==> config.mk <==
export PLATFORM = sky130hd
export DESIGN_NAME = regfile_writeback
export DESIGN_NICKNAME = d
export VERILOG_FILES = /design/src/rtl/regfile_writeback.sv
export SDC_FILE = /design/constraint.sdc
export NUM_CORES = 1
export LEC_CHECK = 0
export BUFFER_PORTS_ARGS = -buffer_cell sky130_fd_sc_hd__clkbuf_2
export CAP_MARGIN = 20
export CELL_PAD_IN_SITES_DETAIL_PLACEMENT = 1
export CELL_PAD_IN_SITES_GLOBAL_PLACEMENT = 1
export CORE_ASPECT_RATIO = 1.4
export CORE_MARGIN = 2
export CORE_UTILIZATION = 50
export DETAILED_ROUTE_END_ITERATION = 10
export GPL_TIMING_DRIVEN = 0
export PLACE_DENSITY = 0.75
export SLEW_MARGIN = 10
export SYNTH_ARGS = -nofsm -noshare
export SYNTH_HDL_FRONTEND = slang
export SYNTH_SLANG_ARGS = --single-unit
==> constraint.sdc <==
create_clock -name clk -period 7 [get_ports clk]
set_input_delay 1.05 -clock clk [delete_from_list [all_inputs] [get_ports clk]]
set_output_delay 1.05 -clock clk [all_outputs]
set_load 0.05 [all_outputs]
==> src/rtl/regfile_writeback.sv <==
// Write-side master for the 32x32 register file: buffers ALU/memory results in a FIFO and drains one write per cycle.
// Latency: entry accepted at edge N (FIFO empty, no reads) drives rf_write after edge N+1; the register file commits at edge N+2.
// Backpressure: in_ready = !full (0 during reset); decode reads win arbitration unless the FIFO is full or writes were deferred MAX_DEFER cycles.
//
// Ports:
//   clk, reg_reset                 clock, asynchronous active-high reset
//   in_valid/in_ready              result handshake carrying in_opcode, in_rd, in_data
//   rd_req / rd_stall              decode read request / request not granted this cycle (combinational)
//   rf_read, rf_write              registered register-file read / write enables (never both 1)
//   rf_opcode, rf_reg1,
//   rf_write_data                  registered write payload (holds last value when idle)
//   count, empty                   FIFO occupancy
//   fwd_* (WB_FORWARD_EN only)     combinational lookup of the youngest pending result for two source registers
//
// Optional feature macro: WB_FORWARD_EN
// DEPTH must be a power of two and at least 2 so the pointers wrap naturally.

module regfile_writeback #(
    parameter int DEPTH     = 4,
    parameter int MAX_DEFER = 3
) (
    input  logic                     clk,
    input  logic                     reg_reset,
    input  logic                     in_valid,
    output logic                     in_ready,
    input  logic [5:0]               in_opcode,
    input  logic [4:0]               in_rd,
    input  logic [31:0]              in_data,
    input  logic                     rd_req,
    output logic                     rd_stall,
    output logic                     rf_read,
    output logic                     rf_write,
    output logic [5:0]               rf_opcode,
    output logic [4:0]               rf_reg1,
    output logic [31:0]              rf_write_data,
    output logic [$clog2(DEPTH):0]   count,
`ifdef WB_FORWARD_EN
    input  logic [4:0]               fwd_rs1,
    input  logic [4:0]               fwd_rs2,
    output logic                     fwd_hit1,
    output logic                     fwd_hit2,
    output logic [31:0]              fwd_data1,
    output logic [31:0]              fwd_data2,
    output logic                     fwd_stall,
`endif
    output logic                     empty
);

    localparam int PTR_W = $clog2(DEPTH);
    localparam int CNT_W = PTR_W + 1;
    localparam int DEF_W = (MAX_DEFER > 0) ? $clog2(MAX_DEFER + 1) : 1;

    typedef struct packed {
        logic [5:0]  opcode;
        logic [4:0]  rd;
        logic [31:0] data;
    } wb_entry_t;

    typedef enum logic [1:0] {
        GNT_IDLE,
        GNT_READ,
        GNT_WRITE
    } grant_e;

    // State
    wb_entry_t          mem_q [DEPTH];
    wb_entry_t          mem_d [DEPTH];
    logic [PTR_W-1:0]   wr_ptr_q, wr_ptr_d;
    logic [PTR_W-1:0]   rd_ptr_q, rd_ptr_d;
    logic [CNT_W-1:0]   count_q, count_d;
    logic [DEF_W-1:0]   defer_q, defer_d;
    logic               rf_read_q, rf_read_d;
    logic               rf_write_q, rf_write_d;
    logic [5:0]         rf_opcode_q, rf_opcode_d;
    logic [4:0]         rf_reg1_q, rf_reg1_d;
    logic [31:0]        rf_write_data_q, rf_write_data_d;

    // Combinational helpers
    logic               full_w;
    logic               empty_w;
    logic               push_w;
    logic               pop_w;
    grant_e             grant;
    wb_entry_t          head;

    assign full_w   = (count_q == CNT_W'(DEPTH));
    assign empty_w  = (count_q == '0);
    // Gating with reset keeps producers from handing over results that would be discarded.
    assign in_ready = !full_w && !reg_reset;
    assign push_w   = in_valid && in_ready;
    assign head     = mem_q[rd_ptr_q];

    // Reads win unless the FIFO is full or writes have already waited MAX_DEFER cycles;
    // an empty FIFO never blocks a read.
    always_comb begin
        grant = GNT_IDLE;
        if (rd_req && (empty_w || (!full_w && (defer_q < DEF_W'(MAX_DEFER))))) begin
            grant = GNT_READ;
        end else if (!empty_w) begin
            grant = GNT_WRITE;
        end
    end

    assign pop_w    = (grant == GNT_WRITE);
    assign rd_stall = rd_req && (grant != GNT_READ);

    // FIFO storage and pointers. A pop only happens when non-empty, so there is no
    // push-to-pop bypass path; push and pop together leave count unchanged.
    always_comb begin
        mem_d    = mem_q;
        wr_ptr_d = wr_ptr_q;
        rd_ptr_d = rd_ptr_q;
        count_d  = count_q;
        if (push_w) begin
            mem_d[wr_ptr_q] = '{opcode: in_opcode, rd: in_rd, data: in_data};
            wr_ptr_d        = wr_ptr_q + PTR_W'(1);
        end
        if (pop_w) begin
            rd_ptr_d = rd_ptr_q + PTR_W'(1);
        end
        case ({push_w, pop_w})
            2'b10:   count_d = count_q + CNT_W'(1);
            2'b01:   count_d = count_q - CNT_W'(1);
            default: count_d = count_q;
        endcase
    end

    // Defer counter: counts consecutive reads granted while writes are waiting.
    always_comb begin
        defer_d = defer_q;
        if (empty_w || (grant == GNT_WRITE)) begin
            defer_d = '0;
        end else if ((grant == GNT_READ) && (defer_q < DEF_W'(MAX_DEFER))) begin
            defer_d = defer_q + DEF_W'(1);
        end
    end

    // Register-file port: payload holds its last value while not writing.
    always_comb begin
        rf_read_d       = (grant == GNT_READ);
        rf_write_d      = (grant == GNT_WRITE);
        rf_opcode_d     = rf_opcode_q;
        rf_reg1_d       = rf_reg1_q;
        rf_write_data_d = rf_write_data_q;
        if (pop_w) begin
            rf_opcode_d     = head.opcode;
            rf_reg1_d       = head.rd;
            rf_write_data_d = head.data;
        end
    end

    always_ff @(posedge clk or posedge reg_reset) begin
        if (reg_reset) begin
            wr_ptr_q        <= '0;
            rd_ptr_q        <= '0;
            count_q         <= '0;
            defer_q         <= '0;
            rf_read_q       <= 1'b0;
            rf_write_q      <= 1'b0;
            rf_opcode_q     <= '0;
            rf_reg1_q       <= '0;
            rf_write_data_q <= '0;
        end else begin
            wr_ptr_q        <= wr_ptr_d;
            rd_ptr_q        <= rd_ptr_d;
            count_q         <= count_d;
            defer_q         <= defer_d;
            rf_read_q       <= rf_read_d;
            rf_write_q      <= rf_write_d;
            rf_opcode_q     <= rf_opcode_d;
            rf_reg1_q       <= rf_reg1_d;
            rf_write_data_q <= rf_write_data_d;
        end
    end

    // Storage needs no reset: count gates which entries are meaningful.
    always_ff @(posedge clk) begin
        mem_q <= mem_d;
    end

    assign rf_read       = rf_read_q;
    assign rf_write      = rf_write_q;
    assign rf_opcode     = rf_opcode_q;
    assign rf_reg1       = rf_reg1_q;
    assign rf_write_data = rf_write_data_q;
    assign count         = count_q;
    assign empty         = empty_w;

`ifdef WB_FORWARD_EN
    // LDI, LUI and LB only update part of the register, so their data cannot be forwarded.
    function automatic logic is_partial(input logic [5:0] op);
        return (op == 6'b010000) || (op == 6'b010001) || (op == 6'b011010);
    endfunction

    logic               f1_match, f2_match;
    logic [5:0]         f1_op, f2_op;
    logic [31:0]        f1_data, f2_data;
    logic               f1_partial, f2_partial;
    logic [PTR_W-1:0]   f_idx;

    // Scan oldest to youngest so the last match wins. The write currently on the
    // rf port is older than anything still in the FIFO, so it seeds the search.
    always_comb begin
        f1_match = rf_write_q && (rf_reg1_q == fwd_rs1);
        f1_op    = rf_opcode_q;
        f1_data  = rf_write_data_q;
        f2_match = rf_write_q && (rf_reg1_q == fwd_rs2);
        f2_op    = rf_opcode_q;
        f2_data  = rf_write_data_q;
        f_idx    = '0;
        for (int i = 0; i < DEPTH; i++) begin
            f_idx = rd_ptr_q + PTR_W'(i);
            if (i < int'(count_q)) begin
                if (mem_q[f_idx].rd == fwd_rs1) begin
                    f1_match = 1'b1;
                    f1_op    = mem_q[f_idx].opcode;
                    f1_data  = mem_q[f_idx].data;
                end
                if (mem_q[f_idx].rd == fwd_rs2) begin
                    f2_match = 1'b1;
                    f2_op    = mem_q[f_idx].opcode;
                    f2_data  = mem_q[f_idx].data;
                end
            end
        end
        f1_partial = f1_match && is_partial(f1_op);
        f2_partial = f2_match && is_partial(f2_op);
    end

    assign fwd_hit1  = f1_match && !f1_partial;
    assign fwd_hit2  = f2_match && !f2_partial;
    assign fwd_data1 = fwd_hit1 ? f1_data : 32'h0;
    assign fwd_data2 = fwd_hit2 ? f2_data : 32'h0;
    assign fwd_stall = f1_partial || f2_partial;
`endif

endmodule

==> results of run 1 <==
## cell type report
| cell class | instances | area [µm²] | area share |
|---|---|---|---|
| well taps | 203 | 254.0 | 0.02505 |
| flip-flops and latches | 226 | 6516 | 0.6427 |
| plain buffers | 14 | 141.4 | 0.01395 |
| multi-input cells | 118 | 1800 | 0.1776 |
| repair buffers | 101 | 595.6 | 0.05874 |
| clock buffers | 31 | 645.6 | 0.06368 |
| inverters | 10 | 40.04 | 0.003949 |
| clock inverters | 9 | 145.1 | 0.01432 |
## power breakdown
group | total (W) | internal, W | switching, W | leakage, nW
sequential | 0.00186 | 0.00173 | 0.000131 | 2.19
clock | 0.00126 | 0.000789 | 0.000471 | 0.385
combinational | 0.00178 | 0.000696 | 0.00108 | 1.19
## final timing paths
| path | end | slack (ps) | depth (start not counted) |
|---|---|---|---|
| setup / recovery | rd_stall | 4080 | 4 |
| hold / removal | defer_q[0] | 450 | 1 |
| setup reg to reg | count[2] | 4470 | 11 |
| hold reg to reg | defer_q[0] | 450 | 1 |
| max in group asynchronous | rf_write_data[16] | 5760 | 2 |
| min in group asynchronous | rf_read | 740 | 2 |
## registers in the layout (all words and copies together) (netlist names)
name / flops
rf_write_data: 32
defer_q: 2
rf_read: 1
count: 3
rd_ptr_q: 2
wr_ptr_q: 2
mem_q: 172
rf_reg1: 5
rf_opcode: 6
rf_write: 1
## placed cells by master, fill, tap and decap left out, types with 2 or more instances in the layout
master / n
and2_2: 4
buf_16: 4
buf_6: 5
buf_8: 3
bufinv_16: 4
clkbuf_1: 7
clkbuf_16: 23
clkbuf_2: 97
clkbuf_8: 4
clkinv_1: 2
clkinv_2: 2
dfrtp_1: 54
edfxtp_1: 172
ha_1: 6
inv_1: 9
mux2_2: 36
mux2_4: 8
mux2i_1: 2
mux4_1: 4
mux4_2: 39
xnor2_1: 4
xor2_1: 2
## kinds of logic after synthesis
family,Yosys count,share of synthesized area
DFF,226,0.7675
muxes,89,0.1801
buffers and inverters,24,0.02107
and+or+nand+nor,12,0.009137
adders and majority gates,7,0.01120
xor gates and xnor gates,6,0.006189
AOI/OAI and AO/OA,4,0.004863
## per-layer routing
| layer | GRT usage | part of all wire | routed length [µm] | vias to the layer above |
|---|---|---|---|---|
| met4 | 0.06039 | 0.022 | 351 | 0 |
| met5 | 0 | 0 | 0 | - |
| met2 | 0.3291 | 0.54 | 8825 | 92 |
| met1 | 0.2328 | 0.39 | 6414 | 2063 |
| met3 | 0.03139 | 0.041 | 674 | 23 |
| li1 | - | - | - | 1721 |
## stage by stage
step	setup slack, ps	instances	util	hold slack (ps)	instance area [µm²]
global route	3951	712	0.6080	469.6	10140
finish	4077	712	0.6080	454.2	10140
global placement	3030	668	0.5535	430.6	9230
floorplan	4060	368	-	419.2	8491
CTS	4028	712	0.6080	451.8	10140
detailed placement	3975	672	0.5605	444.0	9348
==> flow_summary_export.csv, run 1 <==
group,metric,value,unit
worst_hold_path,hp-start,"defer_q[0]",
timing,setup_viol,0,
yosys,synth_area_leader_cell,"edfxtp_1",
yosys,synth_warnings,0,
yosys,yosysMostFrequentCell,"edfxtp_1",
route,firstDrtPassIters,4,
floorplan,die_x,114.1,µm
worst_setup_path,rr_startpoint,"defer_q[0]",
placement,dpl.hpwl,10120,µm
finish,fill_cells,1418,
worst_hold_path,hp-class,"reg -> reg",
worst_setup_path,end_kind,"primary output",
floorplan,start_util,0.5092,
clock_network,tritoncts,"done",
clock_network,clkLatencyLatePin,490,ps
yosys,ys_types,30,
grt,overflow,0,
timing,clock_skew,14.39,ps
yosys,syn-num-nets,422,
worst_setup_path,worstPathArrival,1870,ps
route,drc_errors,0,
finish,n_antenna_cell,0,
floorplan,die_area,0.01805,mm²
clock_network,path_clk_slew,60,ps
clock_network,clock-sinks,226,
clock_network,cts_setup_buffers,0,
worst_setup_path,cp_slowest_stage_delay,440,ps
timing,max_freq,342.1,MHz
timing,drv_slew,0,
worst_setup_path,criticalPathCategory,"reg -> out",
route,vias,3899,
worst_setup_path,crit_path_top_delay_cell,"dfrtp_1",
yosys,synth_edf_count,172,
placement,io_buffers,97,
floorplan,fp.dieH,158.2,µm
worst_setup_path,setup.worst_path.start,"count[0]",
timing,tightest_slew,843.9,ps
worst_setup_path,critPathTopFamily,"simple AND/OR/NAND/NOR gates",
yosys,syn_area_per_cell,23.07,µm²
route,viasPerCell,5.476,
status,status,"finished, final reports clean",
timing,hold_viol_final,0,
worst_setup_path,cp_cell_sequence,"nor2_2, mux2i_1, nor2b_1, clkbuf_2",
route,dr.first_iter.drc_count,162,
timing,period_share,0.4176,
finish,nets,547,
floorplan,fp.coreArea,0.01668,mm²
clock_network,h-tree-depth,1,
finish,area.growth.synth_to_final,19.41,%
finish,drive_gt1_frac,0.4656,
yosys,synth.top_cell.area_share,0.6083,
yosys,syn_area,0.008491,mm²
route,antenna_left,0,
flow_run,drv_cap,0,
power_and_ir_drop,p_leak,3.767,nW
timing,finalCriticalPeriod,2923,ps
floorplan,rows,56,
clock_network,cts.repair.resized,0,
grt,antenna_found_initial,0,
worst_setup_path,required,5950,ps
timing,setup_tns,0,ps
worst_setup_path,crit_buf_inv,1,
grt,grt_first_pass_wirelength,25100,µm
clock_network,clockRootBuffer,"clkbuf_16",
worst_setup_path,startpoint_type,"flip-flop",
yosys,ys_ff_latch,226,
power_and_ir_drop,total_power,0.004897,W
power_and_ir_drop,powerDensity,483.0,mW/mm²
power_and_ir_drop,vdd_ir_drop_max,287.3,µV
placement,place.gp.congestion,0.6983,
worst_setup_path,crit_fanout,7,
grt,grt.total_usage,0.1855,
yosys,synth_ff_type,"edfxtp_1",
timing,rsz0062_at_grt,"false",
grt,grt_pass1_vias,4450,
route,wire_per_inst,22.84,µm
clock_network,clk_path_buf_depth,3,
floorplan,pin_count,98,
timing,slew-limit-headroom,0.4374,
yosys,synth_area_leaders,"edfxtp_1 (61%), dfrtp_1 (16%), mux4_2 (10%), mux2_2 (4.8%), mux2_4 (1.4%)",
grt,grt_start_max_net_pins,55,
route,route.final.wire_length,16270,µm
yosys,synthTopCellsByCount,"edfxtp_1 (172), dfrtp_1 (54), mux4_2 (39), mux2_2 (36), inv_1 (10)",
yosys,seq_area_frac_synth,0.7675,
yosys,async_flop_share,0.2389,
yosys,netlist_instances,368,
clock_network,numCtsBuffers,22,
clock_network,postCtsHoldBufs,0,
No activity file was read; power rests on OpenSTA's default activity.
==> run 2: changes to the inputs <==
ABC_AREA = 1   (was unset)
CORE_UTILIZATION = 46   (was 50)
PLACE_DENSITY = 0.76   (was 0.75)
clock period = 2.74 ns   (was 7 ns; I/O delays follow)
==> run 2 against run 1 <==
  * Worst hold slack worse by 330 ps
  * Total power grew to 2.7 times the previous value
  * Critical endpoint is now count[2]
  * Sequential power rose to 2.5 times the previous value
  * Critical path depth rose by 9
  * Non-clock buffer count up 28
  * Global-route usage rose by 2.4 points
  * Flip-flop and latch count did not move
  * Final cell count increased by 87%
  * Critical path type is now reg -> reg
==> flow_summary_export.csv, run 2 <==
group,metric,value,unit
power_and_ir_drop,pwr-share-seq,0.361,
clock_network,clockRootBuffer,"clkbuf_16",
yosys,synth_ff_type,"edfxtp_1",
yosys,synth_area_leader_cell,"edfxtp_1",
timing,rsz0062_at_grt,"false",
finish,regMostFlops,"mem_q",
power_and_ir_drop,pwr-share-comb,0.411,
timing,setup_ws,285.5,ps
placement,dp_slack,36.18,ps
yosys,synth.top_cell.area_share,0.5439,
worst_setup_path,r2r_end,"count[2]",
placement,dpl.hpwl,14890,µm
grt,grt_pass1_vias,7125,
yosys,async_flop_share,0.2389,
yosys,yosysMostFrequentCell,"nand2_1",
timing,slew-limit-headroom,0.4274,
timing,finalCriticalPeriod,2454,ps
placement,place_area,0.01051,mm²
placement,dp.cells,1288,
worst_setup_path,worst-r2r-setup-slack,290,ps
power_and_ir_drop,vdd_ir_drop_max,597.5,µV
floorplan,die_area,0.02183,mm²
finish,mostFrequentLayoutCell,"nand2_1",
clock_network,path_clk_slew,60,ps
power_and_ir_drop,p_int,0.007593,W
route,viasPerCell,4.829,
route,drc_errors,0,
yosys,ys_types,22,
floorplan,rows,62,
finish,nets,1112,
finish,largest_reg_flops,172,
worst_setup_path,rr_startpoint,"count[0]",
power_and_ir_drop,p_leak,5.471,nW
placement,place.gp.congestion,0.7392,
worst_hold_path,holdPathEnd,"mem_q[62]",
grt,antenna_found_initial,0,
worst_setup_path,required,3170,ps
worst_setup_path,crit_fanout,11,
clock_network,numCtsBuffers,22,
power_and_ir_drop,p_sw_frac,0.4165,
route,route.final.wire_length,22380,µm
floorplan,start_util,0.4655,
finish,fill_cells,2256,
floorplan,pin_count,98,
floorplan,fp.coreArea,0.02040,mm²
yosys,seq_area_frac_synth,0.6862,
route,vias,6423,
clock_network,clkLatencyLatePin,500,ps
finish,area.growth.synth_to_final,18.52,%
yosys,synth_area_leaders,"edfxtp_1 (54%), dfrtp_1 (14%), nand2_1 (14%), inv_1 (7.4%), nand3_1 (4.6%)",
flow_run,drv_cap,0,
yosys,syn-num-nets,982,
route,antenna_left,0,
timing,period_share,0.8958,
timing,hold_ws,121.0,ps
worst_hold_path,hp-class,"in -> reg",
grt,overflow,0,
finish,stdcell_count,1330,
finish,drive_gt1_frac,0.1760,
finish,n_antenna_cell,0,
power_and_ir_drop,p_sw,0.005420,W
power_and_ir_drop,clkPwrFrac,0.228,
floorplan,fp.dieH,174.0,µm
grt,grt_first_pass_wirelength,35960,µm
yosys,synthTopCellsByCount,"nand2_1 (354), inv_1 (188), edfxtp_1 (172), nand3_1 (87), dfrtp_1 (54)",
power_and_ir_drop,powerDensity,1156,mW/mm²
worst_setup_path,criticalPathCategory,"reg -> reg",
finish,fin_area,0.01126,mm²
timing,drv_slew,0,
status,status,"finished, final reports clean",
yosys,ys_ff_latch,226,
worst_setup_path,worstPathArrival,2880,ps
finish,layout_common_cells,"nand2_1 (354), inv_1 (187), edfxtp_1 (172)",
yosys,syn_area_per_cell,10.23,µm²
finish,post-route-util,0.5517,
worst_hold_path,hp-start,"in_data[19]",
yosys,synth_edf_count,172,
worst_hold_path,hold_depth,1,
yosys,netlist_instances,928,
clock_network,clk_path_buf_depth,3,
clock_network,tritoncts,"done",
yosys,syn_area,0.009497,mm²
route,wire_per_inst,16.82,µm
floorplan,die_x,125.4,µm
route,firstDrtPassIters,5,
grt,grt.total_usage,0.2099,
timing,max_freq,407.4,MHz
timing,hold_viol_final,0,
placement,io_buffers,97,
grt,grt_start_max_net_pins,34,
clock_network,h-tree-depth,1,
worst_setup_path,r2r_cells,13,
yosys,synth_warnings,0,
worst_setup_path,end_kind,"flip-flop",
route,dr.first_iter.drc_count,253,
timing,clock_skew,6.760,ps
timing,tightest_slew,856.9,ps
timing,setup_viol,0,
clock_network,clock-sinks,226,
worst_setup_path,startpoint_type,"flip-flop",
## run 2: cell count changes after synthesis, sizes merged, moves of 3 or more
cell and change:
and2 -5, buf +25, inv +183, mux2 -44, mux4 -43, nand2 +357, nand3 +89, nor2 +8
o21ai +3
## run 2: how the worst max path moves through the flow
stage | slack (ps) | end | from
detailed placement | 40 | count[2] | reg_reset
finish | 290 | count[2] | count[0]
CTS | 260 | count[2] | count[0]
floorplan | 50 | count[2] | reg_reset
global placement | -800 | mem_q[117] | reg_reset
global route | 90 | count[2] | count[0]
## run 2: layout make-up
cell class	count	area, µm²	share of cell area
multi-input combinational	472	2043	0.1815
clock buffer	36	704.4	0.06258
sequential	226	6516	0.5789
clock inverter	4	17.52	0.001556
buffer	37	250.2	0.02223
tap	256	320.3	0.02846
timing repair buffer	106	675.6	0.06003
inverter	193	728.2	0.06470
## run 2: power by group through the flow
stage	Sequential, W	Combinational, W	Clock [W]
after floorplan	0.00593	0.00261	0
after global placement	0.00475	0.00519	0
after detailed placement	0.00477	0.00539	0
after CTS	0.00471	0.00545	0.00302
after global routing	0.00476	0.00593	0.00312
final	0.00470	0.00535	0.00296
## run 2: metrics by stage
stage | setup TNS [ps] | power (W)
6_report | 0 | 0.01301
5_1_grt | 0 | 0.01381
4_1_cts | 0 | 0.01318
3_5_place_dp | 0 | 0.01016
3_3_place_gp | -137980 | 0.009943
2_1_floorplan | 0 | 0.008546
## run 2: routing by layer
| layer | track usage | share of wire | vias to the layer above |
|---|---|---|---|
| li1 | - | - | 3124 |
| met1 | 0.2391 | 0.38 | 3126 |
| met2 | 0.3932 | 0.55 | 133 |
| met3 | 0.03293 | 0.046 | 40 |
| met4 | 0.07731 | 0.027 | 0 |
| met5 | 0 | 0 | - |
## run 2: cell families (layout without fill, tap and decap cells)
family,Yosys count,count (layout),synth area share
buffers and inverters,230,376,0.1026
xor gates and xnor gates,3,3,0.002767
and+or+nand+nor,458,458,0.1963
DFF,226,226,0.6862
adders and majority gates,7,7,0.01001
AOI/OAI and AO/OA,4,4,0.002108
## run 2: worst max-delay path, stage by stage (launching register included)
cell and delay (ps):
dfrtp_1 440, inv_2 110, nand2_2 70, nand3_4 90, nand2_2 80, inv_2 180, buf_2 340, ha_1 240
inv_1 70, fa_1 400, inv_1 70, nand2_1 50, nand3b_1 90, xor2_1 150
## run 2: timing repair
action	CTS	global route
buffers inserted	0	0
gates resized for setup	0	0
hold buffers	2	0
endpoints found under the setup margin	0	0
endpoints found under the hold margin	11	0
==> run 3: changes to the inputs <==
CTS_CLUSTER_DIAMETER = 150   (was unset)
MAX_ROUTING_LAYER = met4   (was unset)
==> run 3 against run 2 <==
  * Combinational power barely moved
  * Wire length fell by 0.13%
  * Critical path type unchanged
  * Sequential power barely moved
  * Total power barely moved
  * Die area did not move
  * Cell area did not move
  * Final cell count did not move
  * Utilization did not move
  * Global-route usage rose by 0.64 points
==> flow_summary_export.csv, run 3 (synthesis gave the netlist of run 2 again) <==
group,metric,value,unit
status,status,"finished, final reports clean",
clock_network,clockRootBuffer,"clkbuf_16",
route,vias,6445,
worst_hold_path,hp-class,"in -> reg",
power_and_ir_drop,powerDensity,1155,mW/mm²
clock_network,clk_path_buf_depth,3,
route,dr.first_iter.drc_count,234,
timing,period_share,0.8922,
timing,slew-limit-headroom,0.4270,
clock_network,h-tree-depth,1,
floorplan,die_area,0.02183,mm²
timing,setup_ws,295.5,ps
floorplan,die_x,125.4,µm
clock_network,clkLatencyLatePin,500,ps
worst_setup_path,r2r_end,"count[2]",
finish,drive_gt1_frac,0.1760,
finish,fin_area,0.01126,mm²
placement,dp.cells,1288,
floorplan,start_util,0.4655,
worst_setup_path,startpoint_type,"flip-flop",
finish,layout_common_cells,"nand2_1 (354), inv_1 (187), edfxtp_1 (172)",
power_and_ir_drop,total_power,0.01300,W
worst_setup_path,criticalPathCategory,"reg -> reg",
clock_network,clock-sinks,226,
finish,largest_reg_flops,172,
placement,place_area,0.01051,mm²
clock_network,numCtsBuffers,22,
flow_run,drv_cap,0,
clock_network,cts_setup_buffers,0,
timing,clock_skew,7.157,ps
route,wire_per_inst,16.80,µm
power_and_ir_drop,p_leak,5.471,nW
power_and_ir_drop,vdd_ir_drop_max,598.0,µV
worst_hold_path,holdPathEnd,"mem_q[59]",
placement,io_buffers,97,
grt,overflow,0,
floorplan,pin_count,98,
finish,mostFrequentLayoutCell,"nand2_1",
placement,dp_slack,36.18,ps
floorplan,rows,62,
route,route.final.wire_length,22350,µm
clock_network,tritoncts,"done",
timing,drv_slew,0,
timing,hold_viol_final,0,
grt,grt_start_max_net_pins,34,
grt,antenna_found_initial,0,
placement,dpl.hpwl,14890,µm
worst_setup_path,critPathTopFamily,"buffers and inverters",
timing,setup_viol,0,
grt,grt_pass1_vias,7125,
grt,grt_first_pass_wirelength,35970,µm
grt,grt.total_usage,0.2163,
timing,hold_ws,125.6,ps
route,firstDrtPassIters,4,
timing,rsz0062_at_grt,"false",
worst_setup_path,r2r_cells,13,
finish,regMostFlops,"mem_q",
worst_setup_path,cp_slowest_stage_delay,440,ps
worst_setup_path,end_kind,"flip-flop",
worst_setup_path,rr_startpoint,"count[0]",
finish,n_antenna_cell,0,
worst_setup_path,worst-r2r-setup-slack,300,ps
worst_setup_path,worstPathArrival,2870,ps
timing,max_freq,409.1,MHz
worst_hold_path,hold_depth,1,
placement,place.gp.congestion,0.7484,
route,drc_errors,0,
route,viasPerCell,4.846,
timing,finalCriticalPeriod,2445,ps
worst_setup_path,cp_cell_sequence,"inv_2, nand2_2, nand3_4, nand2_2, inv_2, buf_2, ha_1, inv_1, fa_1, inv_1, nand2_1, nand3b_1, xor2_1",
finish,stdcell_count,1330,
worst_setup_path,required,3160,ps
floorplan,fp.dieH,174.0,µm
worst_setup_path,crit_buf_inv,5,
finish,area.growth.synth_to_final,18.52,%
worst_hold_path,hp-start,"in_data[16]",
route,antenna_left,0,
worst_setup_path,crit_fanout,11,
clock_network,path_clk_slew,60,ps
timing,tightest_slew,857.5,ps
floorplan,fp.coreArea,0.02040,mm²
finish,nets,1112,
worst_setup_path,crit_path_top_delay_cell,"dfrtp_1",
[run 3: cell counts in the layout (fill, tap and decap cells not counted)]
Identical to the previous run, type by type.
[run 3: per-layer routing]
layer	track usage	wire length (µm)
met5	-	0
met1	0.2393	8463
met3	0.03293	1083
met2	0.3932	12260
met4	0.07731	538
[run 3: stage by stage]
step | setup TNS (ps) | utilization
after detailed placement | 0 | 0.5153
after CTS | 0 | 0.5517
final | 0 | 0.5517
after floorplan | 0 | -
after global routing | 0 | 0.5517
after global placement | -137980 | 0.5070
[run 3: power breakdown]
group,internal [W],switching (W),leakage [nW],total [W]
registers,0.00439,0.000304,2.22,0.00470
clock network,0.00175,0.00121,0.358,0.00296
logic,0.00145,0.00389,2.90,0.00535
total,0.00759,0.00541,5.47,0.0130
[run 3: worst max-delay path by stage]
stage / end / start / cells after the start / slack, ps
6_report: count[2] / count[0] / 13 / 300
5_1_grt: count[2] / count[0] / 13 / 90
4_1_cts: count[2] / count[0] / 13 / 260
3_5_place_dp: count[2] / reg_reset / 10 / 40
3_3_place_gp: mem_q[117] / reg_reset / 4 / -800
2_1_floorplan: count[2] / reg_reset / 8 / 50
[run 3: timing repair]
item,4_1_cts,5_1_grt
endpoints found under the hold margin,11,0
hold buffers,2,0
resized for setup,0,0
endpoints found under the setup margin,0,0
[run 3: layout make-up]
type,count,area (µm²)
fillers,2256,9146
flip-flops and latches,226,6516
multi-input cells,472,2043
inverters,193,728.2
clock buffers,36,704.4
repair buffers,106,675.6
well taps,256,320.3
plain buffers,37,250.2
clock inverters,4,17.52
[run 3: worst reg2reg max path, stage by stage, from the launching register on]
cell	delay, ps
dfrtp_1	440
inv_2	110
nand2_2	70
nand3_4	90
nand2_2	80
inv_2	170
buf_2	330
ha_1	250
inv_1	70
fa_1	400
inv_1	70
nand2_1	50
nand3b_1	100
xor2_1	150
